===== src/rtl/serial_add_ctrl_pkg.sv =====
// Shared definitions for the bit-serial adder controller: FSM state
// encoding and the helper that sizes the bit counter.
package serial_add_ctrl_pkg;

  typedef enum logic {
    IDLE = 1'b0,
    RUN  = 1'b1
  } state_t;

  // Counter must hold values 0..WIDTH, so it needs clog2(WIDTH+1) bits.
  function automatic int unsigned cnt_width(input int unsigned width);
    return $clog2(width + 1);
  endfunction

endpackage


===== src/rtl/serial_add_ctrl_if.sv =====
// Request/result bundle between the register-file/ALU wrapper (master)
// and the bit-serial adder controller (slave).
interface serial_add_ctrl_if #(
  parameter int WIDTH = 8
);

  logic             start;
  logic [WIDTH-1:0] a;
  logic [WIDTH-1:0] b;
  logic             cin;
  logic             busy;
  logic             done;
  logic [WIDTH-1:0] sum;
  logic             cout;

  modport master (
    output start, a, b, cin,
    input  busy, done, sum, cout
  );

  modport slave (
    input  start, a, b, cin,
    output busy, done, sum, cout
  );

endinterface


===== src/rtl/serial_add_ctrl_fa_cell.sv =====
// 1-bit full adder assembled from two half-adder cells. Purely
// combinational; the carry state lives in the controller.
module serial_ha_cell (
  input  logic x,
  input  logic y,
  output logic s,
  output logic c
);

  // Half adder: sum is the XOR, carry is the AND.
  always_comb begin
    s = x ^ y;
    c = x & y;
  end

endmodule

module serial_fa_cell (
  input  logic a_bit,
  input  logic b_bit,
  input  logic carry,
  output logic s,
  output logic c
);

  logic p;
  logic g1;
  logic g2;

  serial_ha_cell u_ha1 (
    .x (a_bit),
    .y (b_bit),
    .s (p),
    .c (g1)
  );

  serial_ha_cell u_ha2 (
    .x (p),
    .y (carry),
    .s (s),
    .c (g2)
  );

  // A carry out is generated by either half adder; both can never be set.
  always_comb begin
    c = g1 | g2;
  end

endmodule


===== src/rtl/serial_add_ctrl.sv =====
// Bit-serial adder controller: captures operands on start, walks them
// LSB first through one full-adder cell over WIDTH cycles, and publishes
// a held sum/carry-out with a single-cycle done pulse.
module serial_add_ctrl
  import serial_add_ctrl_pkg::*;
#(
  parameter int WIDTH = 8
) (
  input  logic                clk,
  input  logic                rst_n,
  serial_add_ctrl_if.slave    bus
);

  localparam int CNT_W = cnt_width(WIDTH);
  localparam logic [CNT_W-1:0] LAST_BIT = CNT_W'(WIDTH - 1);

  state_t           state_q,  state_d;
  logic [WIDTH-1:0] a_sr_q,   a_sr_d;
  logic [WIDTH-1:0] b_sr_q,   b_sr_d;
  logic [WIDTH-1:0] sum_sr_q, sum_sr_d;
  logic [CNT_W-1:0] cnt_q,    cnt_d;
  logic             carry_q,  carry_d;
  logic [WIDTH-1:0] sum_q,    sum_d;
  logic             cout_q,   cout_d;
  logic             done_q,   done_d;

  logic             fa_s;
  logic             fa_c;
  logic [WIDTH-1:0] sum_sr_next;

  serial_fa_cell u_fa (
    .a_bit (a_sr_q[0]),
    .b_bit (b_sr_q[0]),
    .carry (carry_q),
    .s     (fa_s),
    .c     (fa_c)
  );

  // Partial sum after inserting this cycle's bit at the MSB end.
  always_comb begin
    sum_sr_next            = sum_sr_q >> 1;
    sum_sr_next[WIDTH-1]   = fa_s;
  end

  // Next-state and datapath control; every register holds by default.
  always_comb begin
    state_d  = state_q;
    a_sr_d   = a_sr_q;
    b_sr_d   = b_sr_q;
    sum_sr_d = sum_sr_q;
    cnt_d    = cnt_q;
    carry_d  = carry_q;
    sum_d    = sum_q;
    cout_d   = cout_q;
    done_d   = 1'b0;

    unique case (state_q)
      IDLE: begin
        if (bus.start) begin
          a_sr_d   = bus.a;
          b_sr_d   = bus.b;
          carry_d  = bus.cin;
          cnt_d    = '0;
          sum_sr_d = '0;
          state_d  = RUN;
        end
      end
      RUN: begin
        a_sr_d   = a_sr_q >> 1;
        b_sr_d   = b_sr_q >> 1;
        sum_sr_d = sum_sr_next;
        carry_d  = fa_c;
        cnt_d    = cnt_q + CNT_W'(1);
        if (cnt_q == LAST_BIT) begin
          sum_d   = sum_sr_next;
          cout_d  = fa_c;
          done_d  = 1'b1;
          state_d = IDLE;
        end
      end
      default: begin
        state_d = IDLE;
      end
    endcase
  end

  // State and datapath registers; reset aborts any operation in flight.
  always_ff @(posedge clk or negedge rst_n) begin
    if (!rst_n) begin
      state_q  <= IDLE;
      a_sr_q   <= '0;
      b_sr_q   <= '0;
      sum_sr_q <= '0;
      cnt_q    <= '0;
      carry_q  <= 1'b0;
      sum_q    <= '0;
      cout_q   <= 1'b0;
      done_q   <= 1'b0;
    end else begin
      state_q  <= state_d;
      a_sr_q   <= a_sr_d;
      b_sr_q   <= b_sr_d;
      sum_sr_q <= sum_sr_d;
      cnt_q    <= cnt_d;
      carry_q  <= carry_d;
      sum_q    <= sum_d;
      cout_q   <= cout_d;
      done_q   <= done_d;
    end
  end

  // Drive the result side of the bundle straight from registers.
  always_comb begin
    bus.busy = (state_q == RUN);
    bus.done = done_q;
    bus.sum  = sum_q;
    bus.cout = cout_q;
  end

endmodule


===== src/flat_wrapper.sv =====
// flat-port wrapper written by rule: the top's interface ports become plain ports
module serial_add_ctrl_flat import serial_add_ctrl_pkg::*;
#(
  parameter int WIDTH = 8
)
  (clk, rst_n, bus_start, bus_a, bus_b, bus_cin, bus_busy, bus_done, bus_sum, bus_cout);
  serial_add_ctrl_if #(.WIDTH(WIDTH)) bus_i ();
  input  logic clk;
  input  logic rst_n;
  input wire logic [$bits(bus_i.start)-1:0] bus_start;
  input wire logic [$bits(bus_i.a)-1:0] bus_a;
  input wire logic [$bits(bus_i.b)-1:0] bus_b;
  input wire logic [$bits(bus_i.cin)-1:0] bus_cin;
  output wire logic [$bits(bus_i.busy)-1:0] bus_busy;
  output wire logic [$bits(bus_i.done)-1:0] bus_done;
  output wire logic [$bits(bus_i.sum)-1:0] bus_sum;
  output wire logic [$bits(bus_i.cout)-1:0] bus_cout;
  assign bus_i.start = bus_start;
  assign bus_i.a = bus_a;
  assign bus_i.b = bus_b;
  assign bus_i.cin = bus_cin;
  assign bus_busy = bus_i.busy;
  assign bus_done = bus_i.done;
  assign bus_sum = bus_i.sum;
  assign bus_cout = bus_i.cout;
  serial_add_ctrl #(.WIDTH(WIDTH)) u_core (.clk(clk), .rst_n(rst_n), .bus(bus_i));
endmodule

===== config.mk =====
export PLATFORM = sky130hd
export DESIGN_NAME = serial_add_ctrl_flat
export DESIGN_NICKNAME = d
export VERILOG_FILES = /design/src/rtl/serial_add_ctrl_pkg.sv /design/src/rtl/serial_add_ctrl_if.sv /design/src/rtl/serial_add_ctrl_fa_cell.sv /design/src/rtl/serial_add_ctrl.sv /design/src/flat_wrapper.sv
export SDC_FILE = /design/constraint.sdc
export NUM_CORES = 1
export LEC_CHECK = 0
export CORE_MARGIN = 8
export CORE_UTILIZATION = 30
export DETAILED_ROUTE_END_ITERATION = 12
export SLEW_MARGIN = 20
export SYNTH_ARGS = -nofsm -noshare
export SYNTH_HDL_FRONTEND = slang
export SYNTH_SLANG_ARGS = --single-unit

===== constraint.sdc =====
create_clock -name clk -period 1.47 [get_ports clk]
set_clock_uncertainty 0.1 [all_clocks]
set_input_delay 0.147 -clock clk [delete_from_list [all_inputs] [get_ports clk]]
set_output_delay 0.147 -clock clk [all_outputs]
set_load 0.05 [all_outputs]

**After elaboration in Yosys (flattened, before gate mapping)**

Index checks and enable logic that the tools add are counted.

- Flip-flop bits (word level): 40
- Bits of input ports: 20
- Output and inout port bits: 11
- Word-level logic and storage cells: 34

- Add/sub/neg operators: 1
- Eq/ne operators: 2
- Muxes and demuxes: 15
- Bitwise operators: 6
- Reductions and logical operators: 1

Operator list:

| cell | number |
|---|---|
| one-hot mux 8 bit (2 select lines) | 3 |
| 2-to-1 mux 8 bit | 3 |
| one-hot mux 4 bit (2 select lines) | 1 |
| 2-to-1 mux 1 bit | 5 |
| adder 4 x 1 -> 4 bit, second input constant | 1 |
| equality test 4 x 3 -> 1 bit, second input constant | 1 |
| 2-to-1 mux 4 bit | 1 |
| one-hot mux 1 bit (2 select lines) | 2 |
| AND 1 bit | 2 |
| != test 2 bit, second input constant | 1 |
| AND reduction 2 bit | 1 |
| XOR 1 bit | 2 |
| NOT 1 bit | 1 |
| bitwise OR 1 bit | 1 |

**Longest topological paths before layout**

Gate-level depths: netlist (run 1).

- Depth in word-level cells: 4
- Mapped depth: 5
- Gate-level depth less buffers: 4

**By module**

Synthesis (run 1) repeated with hierarchy kept, for this count alone.

- Cells, all modules: 142
- Area total of the unflattened synthesis: 1,687.9 sq um

Modules (own cells, without submodules):

| module | instances | cells each | area an instance (sq um) | seq. area each (sq um) |
|---|---|---|---|---|
| serial_add_ctrl | 1 | 139 | 1,656.6 | 975.9 |
| serial_ha_cell | 2 | 1 | 12.5 | 0.0 |
| serial_fa_cell | 1 | 1 | 6.3 | 0.0 |

**Worst setup path after synthesis (run 1)**

OpenSTA, ideal clock, no wires.

- Kind: reg2reg
- From: register u_core.state_q (netlist: u_core.bus.busy)
- To: register u_core.cout_q (netlist: u_core.bus.cout)
- Library setup time: 125 ps
- Arrival time: 1,329 ps
- Required time: 1,245 ps
- Slack: -83 ps
- Stages on the path, launching flop included: 4
- Buffers on the path: 1
- Clock period less this slack: 1,553 ps
- Cell sequence: dfrtp_1 -> buf_4 -> nand4b_4 -> mux2_2

- Word-level cells in the longest chain between the ends: 1

RTL lines:

| item | RTL line | source |
|---|---|---|
| start, declared | serial_add_ctrl.sv:17 | `state_t state_q, state_d;` |
| start signal, assigned | serial_add_ctrl.sv:100 | `state_q <= state_d;` |
| AND reduction 2 bit (no line) | -- |  |
| end signal, assigned | serial_add_ctrl.sv:107 | `cout_q <= cout_d;` |
| end, declared | serial_add_ctrl.sv:24 | `logic cout_q, cout_d;` |

Every way passes these cells.
A chain may end at the register's enable or synchronous reset.

**Final worst setup path (run 1)**

- From: register u_core.a_sr_q[0]
- To: register u_core.sum_q[7] (netlist: u_core.bus.sum[7])

- Word-level cells in the longest chain between the ends: 2

RTL lines:

| item | RTL line | source |
|---|---|---|
| start, declared | serial_add_ctrl.sv:18 | `logic [WIDTH-1:0] a_sr_q, a_sr_d;` |
| start signal, assigned | serial_add_ctrl.sv:101 | `a_sr_q <= a_sr_d;` |
| XOR 1 bit (2 in series) | serial_add_ctrl_fa_cell.sv:12 | `s = x ^ y;` |
| via u_core.fa_s | serial_add_ctrl.sv:27 | `logic fa_s;` |
| end signal, assigned | serial_add_ctrl.sv:106 | `sum_q <= sum_d;` |
| end, declared | serial_add_ctrl.sv:23 | `logic [WIDTH-1:0] sum_q, sum_d;` |

The timed path passes the listed nets, and every way through them passes these cells.

==> results of run 1 <==
final cells by class:
class	instances	area [µm²]	share of cell area [%]
Clock buffer	7	76.3	3.44
Multi-Input combinational cell	79	601	27.0
Timing Repair Buffer	37	473	21.3
Tap cell	72	90.1	4.06
Inverter	1	3.75	0.169
Sequential cell	39	977	44.0
power groups by stage:
| stage | clock network (mW) | registers (mW) | logic (mW) |
|---|---|---|---|
| 4_1_cts | 0.685 | 1.86 | 1.95 |
| 2_1_floorplan | 0 | 2.14 | 0.788 |
| 5_1_grt | 0.744 | 1.91 | 2.06 |
| 3_5_place_dp | 0 | 1.87 | 1.94 |
| 3_3_place_gp | 0 | 1.84 | 1.88 |
| 6_report | 0.661 | 1.85 | 1.92 |
routing by layer:
metal,track usage (%),routed length (µm),up-vias
li1,-,-,513
met1,10.2,1460,524
met2,14.1,1470,28
met3,5.10,263,5
met4,2.27,25,0
met5,0,0,-
sequential cells by signal, indices dropped and copies added (netlist names):
register	count
u_core.bus.done	1
u_core.a_sr_q	8
u_core.bus.cout	1
u_core.b_sr_q	8
u_core.cnt_q	4
u_core.bus.busy	1
u_core.sum_sr_q	7
u_core.bus.sum	8
u_core.carry_q	1
how the worst max path moves through the flow:
stage	to	slack [ns]	depth (start not counted)
floorplan	u_core.bus.cout	0.06	3
global placement	u_core.cnt_q[0]	0.08	4
detailed placement	u_core.bus.sum[1]	0.05	3
CTS	u_core.bus.sum[5]	0.04	3
global route	u_core.bus.sum[6]	0.01	3
finish	u_core.bus.sum[7]	0.08	2
cells in the final DEF, fill, tap and decap left out, drive strengths merged:
cell type      count
mux2              10
nand2             16
o21ai             17
mux2i             17
xnor2              1
a22o               9
nor2               4
dfrtp             39
nand3              1
nand4b             1
inv                1
clkdlybuf4s50     18
clkbuf             7
ha                 1
buf               18
nor2b              1
fa                 1
dlygate4sd3        1
cells in the mapped netlist:
| master | n | area [µm²] |
|---|---|---|
| sky130_fd_sc_hd__a22o_1 | 9 | 78.8 |
| sky130_fd_sc_hd__buf_2 | 1 | 5.00 |
| sky130_fd_sc_hd__buf_4 | 3 | 22.5 |
| sky130_fd_sc_hd__buf_6 | 1 | 11.3 |
| sky130_fd_sc_hd__clkbuf_1 | 3 | 11.3 |
| sky130_fd_sc_hd__dfrtp_1 | 39 | 976 |
| sky130_fd_sc_hd__fa_1 | 1 | 20.0 |
| sky130_fd_sc_hd__ha_1 | 1 | 12.5 |
| sky130_fd_sc_hd__inv_1 | 1 | 3.75 |
| sky130_fd_sc_hd__mux2_2 | 10 | 113 |
| sky130_fd_sc_hd__mux2i_1 | 17 | 170 |
| sky130_fd_sc_hd__nand2_1 | 16 | 60.1 |
| sky130_fd_sc_hd__nand3_1 | 1 | 5.00 |
| sky130_fd_sc_hd__nand4b_4 | 1 | 23.8 |
| sky130_fd_sc_hd__nor2_1 | 4 | 15.0 |
| sky130_fd_sc_hd__nor2b_1 | 1 | 6.26 |
| sky130_fd_sc_hd__o21ai_0 | 17 | 85.1 |
| sky130_fd_sc_hd__xnor2_1 | 1 | 8.76 |
cell families after synthesis:
family          after synthesis
flops                        39
mux                          27
compound gates               26
simple gates                 23
buf+inv                       9
fa+ha+maj                     2
xor+xnor                      1
critical path: cells and delay by family (launching register included):
| kind | cells | cell delay, ns |
|---|---|---|
| adders and majority gates | 1 | 0.50 |
| DFF | 1 | 0.41 |
| muxes | 1 | 0.27 |
repair_timing:
action / in CTS / in global routing
setup buffers: 0 / 0
hold buffers: 1 / 0
endpoints found under the hold margin: 21 / 0
setup endpoints to repair: 0 / 7
gates resized for setup: 0 / 1
==> out/qor.json, run 1 <==
{
  "finalWeightedCongestion": 0.710,
  "drtPass1Iterations": 3,
  "yosys.cell_types.count": 18,
  "synth_simple_gate_area_share_pct": 6.76,
  "max_cap_viol_count": 0,
  "synth_warnings": 0,
  "h-tree-depth": 2,
  "floorplan.die_area_mm2": 0.00804,
  "drive_gt1_share_pct": 22.1,
  "largest_net_degree_at_the_start_of_global_routing": 29,
  "critical_path_type": "flip-flop to flip-flop",
  "design.final.nets": 185,
  "cts.sink_count": 39,
  "cts.clk_slew.worst_paths_ns": 0.07,
  "final.fill_count": 497,
  "antenna_found_initial": 0,
  "floorplan.initialDensity_pct": 30.3,
  "cts_tree": "done",
  "num_io_pins": 31,
  "synthXorXnorAreaFrac_pct": 0.538,
  "worstMarginPinSlew_ns": 0.514,
  "dp_hpwl_um": 2350,
  "layout.cells.non_filler": 235,
  "critPathRequiredTime_ns": 1.54,
  "postSynthRegisterBits": 39,
  "floorplan.die.width_um": 89.7,
  "final-setup-viol-count": 0,
  "run_status": "completed",
  "synthAdderAreaFrac_pct": 2.00,
  "setup_tns_ns": 0,
  "yosys-mux-area-fraction_pct": 17.4,
  "layout-area-overhead-vs-synth_pct": 36.4,
  "rr_endpoint": "u_core.bus.sum[7]",
  "fmax_ghz": 0.722,
  "synth_seq_area_share_pct": 60.0,
  "placed_cell_area_mm2": 0.00213,
  "syn_area_per_cell_um2": 12.8,
  "unrepaired_setup_endpoints_after_global_routing": "no",
  "worst_r2r_path_depth": 2,
  "timing.critical_path.slowest_cell_delay_ns": 0.50,
  "core.rowCount": 27,
  "timing.critical_path.cells": "fa_1, mux2_2",
  "dominant_combinational_cell_family_by_area_after_synthesis": "multiplexers",
  "dr.first_iter.drc_count": 63,
  "min-delay-path-class": "input pin to async pin",
  "final.min_clock_period_ns": 1.39,
  "drc": 0,
  "end_kind": "flip-flop",
  "fin_ws_ns": 0.0843,
  "design.core.area_mm2": 0.00537,
  "hold_viol": 0,
  "placedCellCount": 227,
  "detail-route-antenna-nets": 0,
  "maximum_number_of_buffers_from_clock_root_to_sink": 2,
  "peakVddDrop_mv": 0.762,
  "final_max_slew_viol_count": 0,
  "vias": 1070,
  "synthesis.area_mm2": 0.00163,
  "layout_worst_path_cycle_share_pct": 94.3,
  "p_clk_share_pct": 14.9,
  "clock_insertion_delay_worst_skew_ns": 0.28,
  "slew_margin_rel_pct": 65.8,
  "die-height_um": 89.7,
  "grt.total_usage_pct": 8.95,
  "synth-compound-area-share_pct": 10.1,
  "routed_wire_length_per_instance_um": 13.7,
  "crit_path_start": "u_core.a_sr_q[0]",
  "total_power_consumption_mw": 4.43,
  "p_leak_nw": 1.04,
  "synth_fp_nets": 149,
  "crit_arrival_ns": 1.46,
  "power.combinational.fraction_pct": 43.4,
  "r2r_start": "u_core.a_sr_q[0]",
  "total_switching_power_mw": 1.61,
  "sw_frac_of_total_pct": 36.4,
  "preCtsSetupSlack_ns": 0.0509,
  "total_routed_wirelength_um": 3210,
  "cellInternalPower_mw": 2.82,
  "tritoncts.num_buffers": 5,
  "number_of_global_route_vias_before_repair": 1160,
  "grt.overflow.total": 0,
  "finalInstanceArea_mm2": 0.00222,
  "numPortBuffers": 30,
  "avgViaCountPerCell": 4.55,
  "syn-instance-count": 127,
  "cts.root.buffer_cell": "sky130_fd_sc_hd__clkbuf_8",
  "grt_pass1_wl_um": 5470,
  "worst_path_max_delay_cell": "sky130_fd_sc_hd__fa_1",
  "power_density_mw_per_mm2": 2000,
  "fin_util_pct": 41.3,
  "worstSetupStartpointType": "flip-flop",
  "worst-r2r-setup-slack_ns": 0.08,
  "hold_ws_ns": 0.283,
  "power.share.sequential_pct": 41.7,
  "critical_path.max_fanout": 2,
  "insertedDiodeCount": 0
}
Note: power is estimated with default switching activity, not from simulation.
==> run 2: changes to the inputs <==
CORE_UTILIZATION = 50   (was 30)
PLACE_DENSITY = 0.77   (was not set)
==> run 2 against run 1 <==
Against the previous run:
- worst setup slack got worse by 0.019 ns
- sequential power barely moved
- power rose by 1.1%
- routed wire length fell by 5.6%
- non-clock buffer count rose by 5
- core utilization rose by 31 points
- worst hold slack got worse by 0.12 ns
- highest routed layer unchanged
==> out/qor.json, run 2 (same netlist as run 1, synthesis figures left out) <==
{
  "cts.clk_slew.worst_paths": {"value": 0.11, "unit": "ns", "change": "was 0.07 ns"},
  "max_cap_viol_count": {"value": 0, "change": "unchanged"},
  "fmax": {"value": 0.712, "unit": "GHz", "change": "was 0.722 GHz"},
  "floorplan.die_area": {"value": 0.00534, "unit": "mm²", "change": "was 0.00804 mm²"},
  "clock_insertion_delay_worst_skew": {"value": 0.34, "unit": "ns", "change": "was 0.28 ns"},
  "top_family_by_delay_on_critical_path": {"value": "adder cells", "change": "unchanged"},
  "finalWeightedCongestion": {"value": 0.731, "change": "was 0.710"},
  "maximum_number_of_buffers_from_clock_root_to_sink": {"value": 2, "change": "unchanged"},
  "total_routed_wirelength": {"value": 3030, "unit": "µm", "change": "was 3210 µm"},
  "detail-route-antenna-nets": {"value": 0, "change": "unchanged"},
  "avgViaCountPerCell": {"value": 5.18, "change": "was 4.55"},
  "placed_cell_area": {"value": 0.00211, "unit": "mm²", "change": "was 0.00213 mm²"},
  "insertedDiodeCount": {"value": 0, "change": "unchanged"},
  "p_leak": {"value": 1.05, "unit": "nW", "change": "was 1.04 nW"},
  "peakVddDrop": {"value": 0.948, "unit": "mV", "change": "was 0.762 mV"},
  "critPathRequiredTime": {"value": 1.60, "unit": "ns", "change": "was 1.54 ns"},
  "core.rowCount": {"value": 20, "change": "was 27"},
  "tritoncts.num_buffers": {"value": 5, "change": "unchanged"},
  "end_kind": {"value": "flip-flop", "change": "unchanged"},
  "routed_wire_length_per_instance": {"value": 14.2, "unit": "µm", "change": "was 13.7 µm"},
  "design.final.nets": {"value": 191, "change": "was 185"},
  "worstMarginPinSlew": {"value": 0.426, "unit": "ns", "change": "was 0.514 ns"},
  "critical_path.max_fanout": {"value": 2, "change": "unchanged"},
  "total_switching_power": {"value": 1.65, "unit": "mW", "change": "was 1.61 mW"},
  "grt.total_usage": {"value": 12.6, "unit": "%", "change": "was 8.95%"},
  "timing.critical_path.cells": {"value": "fa_1, mux2_2", "change": "unchanged"},
  "final-setup-viol-count": {"value": 0, "change": "unchanged"},
  "layout-area-overhead-vs-synth": {"value": 37.6, "unit": "%", "change": "was 36.4%"},
  "design.core.area": {"value": 0.00308, "unit": "mm²", "change": "was 0.00537 mm²"},
  "grt.overflow.total": {"value": 0, "change": "unchanged"},
  "p_clk_share": {"value": 13.6, "unit": "%", "change": "was 14.9%"},
  "worst_path_max_delay_cell": {"value": "sky130_fd_sc_hd__fa_1", "change": "unchanged"},
  "number_of_global_route_vias_before_repair": {"value": 1175, "change": "was 1160"},
  "drive_gt1_share": {"value": 25.9, "unit": "%", "change": "was 22.1%"},
  "dp_hpwl": {"value": 2230, "unit": "µm", "change": "was 2350 µm"},
  "worstSetupStartpointType": {"value": "flip-flop", "change": "unchanged"},
  "drtPass1Iterations": {"value": 4, "change": "was 3"},
  "power_density": {"value": 2000, "unit": "mW/mm²", "change": "about the same"},
  "h-tree-depth": {"value": 2, "change": "unchanged"},
  "numPortBuffers": {"value": 30, "change": "unchanged"},
  "num_io_pins": {"value": 31, "change": "unchanged"},
  "layout_worst_path_cycle_share": {"value": 95.6, "unit": "%", "change": "was 94.3%"},
  "floorplan.initialDensity": {"value": 52.9, "unit": "%", "change": "was 30.3%"},
  "crit_arrival": {"value": 1.54, "unit": "ns", "change": "was 1.46 ns"},
  "finalInstanceArea": {"value": 0.00224, "unit": "mm²", "change": "was 0.00222 mm²"},
  "hold_viol": {"value": 0, "change": "unchanged"},
  "drc": {"value": 0, "change": "unchanged"},
  "final.min_clock_period": {"value": 1.41, "unit": "ns", "change": "was 1.39 ns"},
  "min-delay-path-class": {"value": "input pin to async pin", "change": "unchanged"},
  "final_cell_mix": {"value": "sky130_fd_sc_hd__dfrtp_1, sky130_fd_sc_hd__clkdlybuf4s50_1, sky130_fd_sc_hd__mux2i_1, sky130_fd_sc_hd__o21ai_0, sky130_fd_sc_hd__nand2_1", "change": "unchanged"},
  "cellInternalPower": {"value": 2.83, "unit": "mW", "change": "was 2.82 mW"},
  "timing.critical_path.slowest_cell_delay": {"value": 0.51, "unit": "ns", "change": "was 0.50 ns"},
  "power.share.sequential": {"value": 41.1, "unit": "%", "change": "was 41.7%"},
  "final_max_slew_viol_count": {"value": 0, "change": "unchanged"},
  "grt_pass1_wl": {"value": 5270, "unit": "µm", "change": "was 5470 µm"},
  "critical_path_type": {"value": "flip-flop to flip-flop", "change": "unchanged"},
  "sw_frac_of_total": {"value": 36.7, "unit": "%", "change": "was 36.4%"},
  "vias": {"value": 1108, "change": "was 1070"},
  "floorplan.die.width": {"value": 73.1, "unit": "µm", "change": "was 89.7 µm"},
  "cts.root.buffer_cell": {"value": "sky130_fd_sc_hd__clkbuf_4", "change": "was sky130_fd_sc_hd__clkbuf_8"},
  "largest_net_degree_at_the_start_of_global_routing": {"value": 34, "change": "was 29"},
  "setup_tns": {"value": 0, "unit": "ns", "change": "unchanged"},
  "die-height": {"value": 73.1, "unit": "µm", "change": "was 89.7 µm"},
  "mostFrequentLayoutCell": {"value": "sky130_fd_sc_hd__dfrtp_1", "change": "unchanged"},
  "power.combinational.fraction": {"value": 45.4, "unit": "%", "change": "was 43.4%"},
  "cts.sink_count": {"value": 39, "change": "unchanged"},
  "slew_margin_rel": {"value": 71.6, "unit": "%", "change": "was 65.8%"},
  "unrepaired_setup_endpoints_after_global_routing": {"value": "no", "change": "unchanged"},
  "antenna_found_initial": {"value": 0, "change": "unchanged"},
  "run_status": {"value": "completed", "change": "unchanged"},
  "cp_num_buf_inv": {"value": 0, "change": "unchanged"},
  "cts_tree": {"value": "done", "change": "unchanged"},
  "dr.first_iter.drc_count": {"value": 50, "change": "was 63"}
}
## run 2: cell count changes in the layout (fill, tap and decap cells not counted), sizes merged
cell / before / now
buf: 18 / 23
clkbuf: 7 / 8
nand4b: 1 / 2
## run 2: repair_timing
item                       in CTS  in global routing
setup buffers                   0                  3
setup endpoints to repair       0                  9
hold endpoints to repair       39                  0
gates resized for setup         0                  2
hold buffers                    1                  0
## run 2: per-layer routing
metal	global-route usage (%)	part of all wire, %	up-vias
li1	-	-	534
met1	14.1	41	538
met2	19.8	49	31
met3	5.63	8.5	5
met4	6.22	1.1	0
met5	0	0	-
## run 2: worst paths after layout
kind	slack (ns)	cells past startpoint	endpoint	startpoint
max in group asynchronous	0.64	3	u_core.bus.cout	rst_n
min	0.17	2	u_core.bus.sum[5]	rst_n
max	0.06	2	u_core.bus.sum[7]	u_core.a_sr_q[0]
max reg2reg	0.06	2	u_core.bus.sum[7]	u_core.a_sr_q[0]
min in group clk	0.31	3	u_core.a_sr_q[7]	bus_a[7]
min reg2reg	0.40	2	u_core.a_sr_q[1]	u_core.a_sr_q[2]
## run 2: metrics by stage
step                      instances  hold WS [ns]  util [%]  worst slack, ns  power, mW
after floorplan                 127        -0.249         -           0.0589       2.93
after CTS                       210         0.173      71.2           0.0143       4.41
after global placement          201       0.00819      68.6           0.0979       3.73
after detailed placement        201        0.0118      68.6           0.0384       3.80
final                           214         0.167      72.8           0.0649       4.48
after global routing            214         0.182      72.8           0.0131       4.76
## run 2: power by group through the flow
stage / sequential, mW / clock, mW / combinational [mW]
after global routing: 1.90 / 0.671 / 2.20
final: 1.84 / 0.607 / 2.03
after detailed placement: 1.86 / 0 / 1.93
after CTS: 1.84 / 0.627 / 1.94
after floorplan: 2.14 / 0 / 0.788
after global placement: 1.84 / 0 / 1.88
## run 2: layout make-up
type | count | area, µm²
sequential | 39 | 977
tap | 44 | 55.1
inverter | 1 | 3.75
clock buffer | 8 | 68.8
fill | 209 | 838
timing repair buffer | 42 | 510
multi-input combinational | 80 | 624
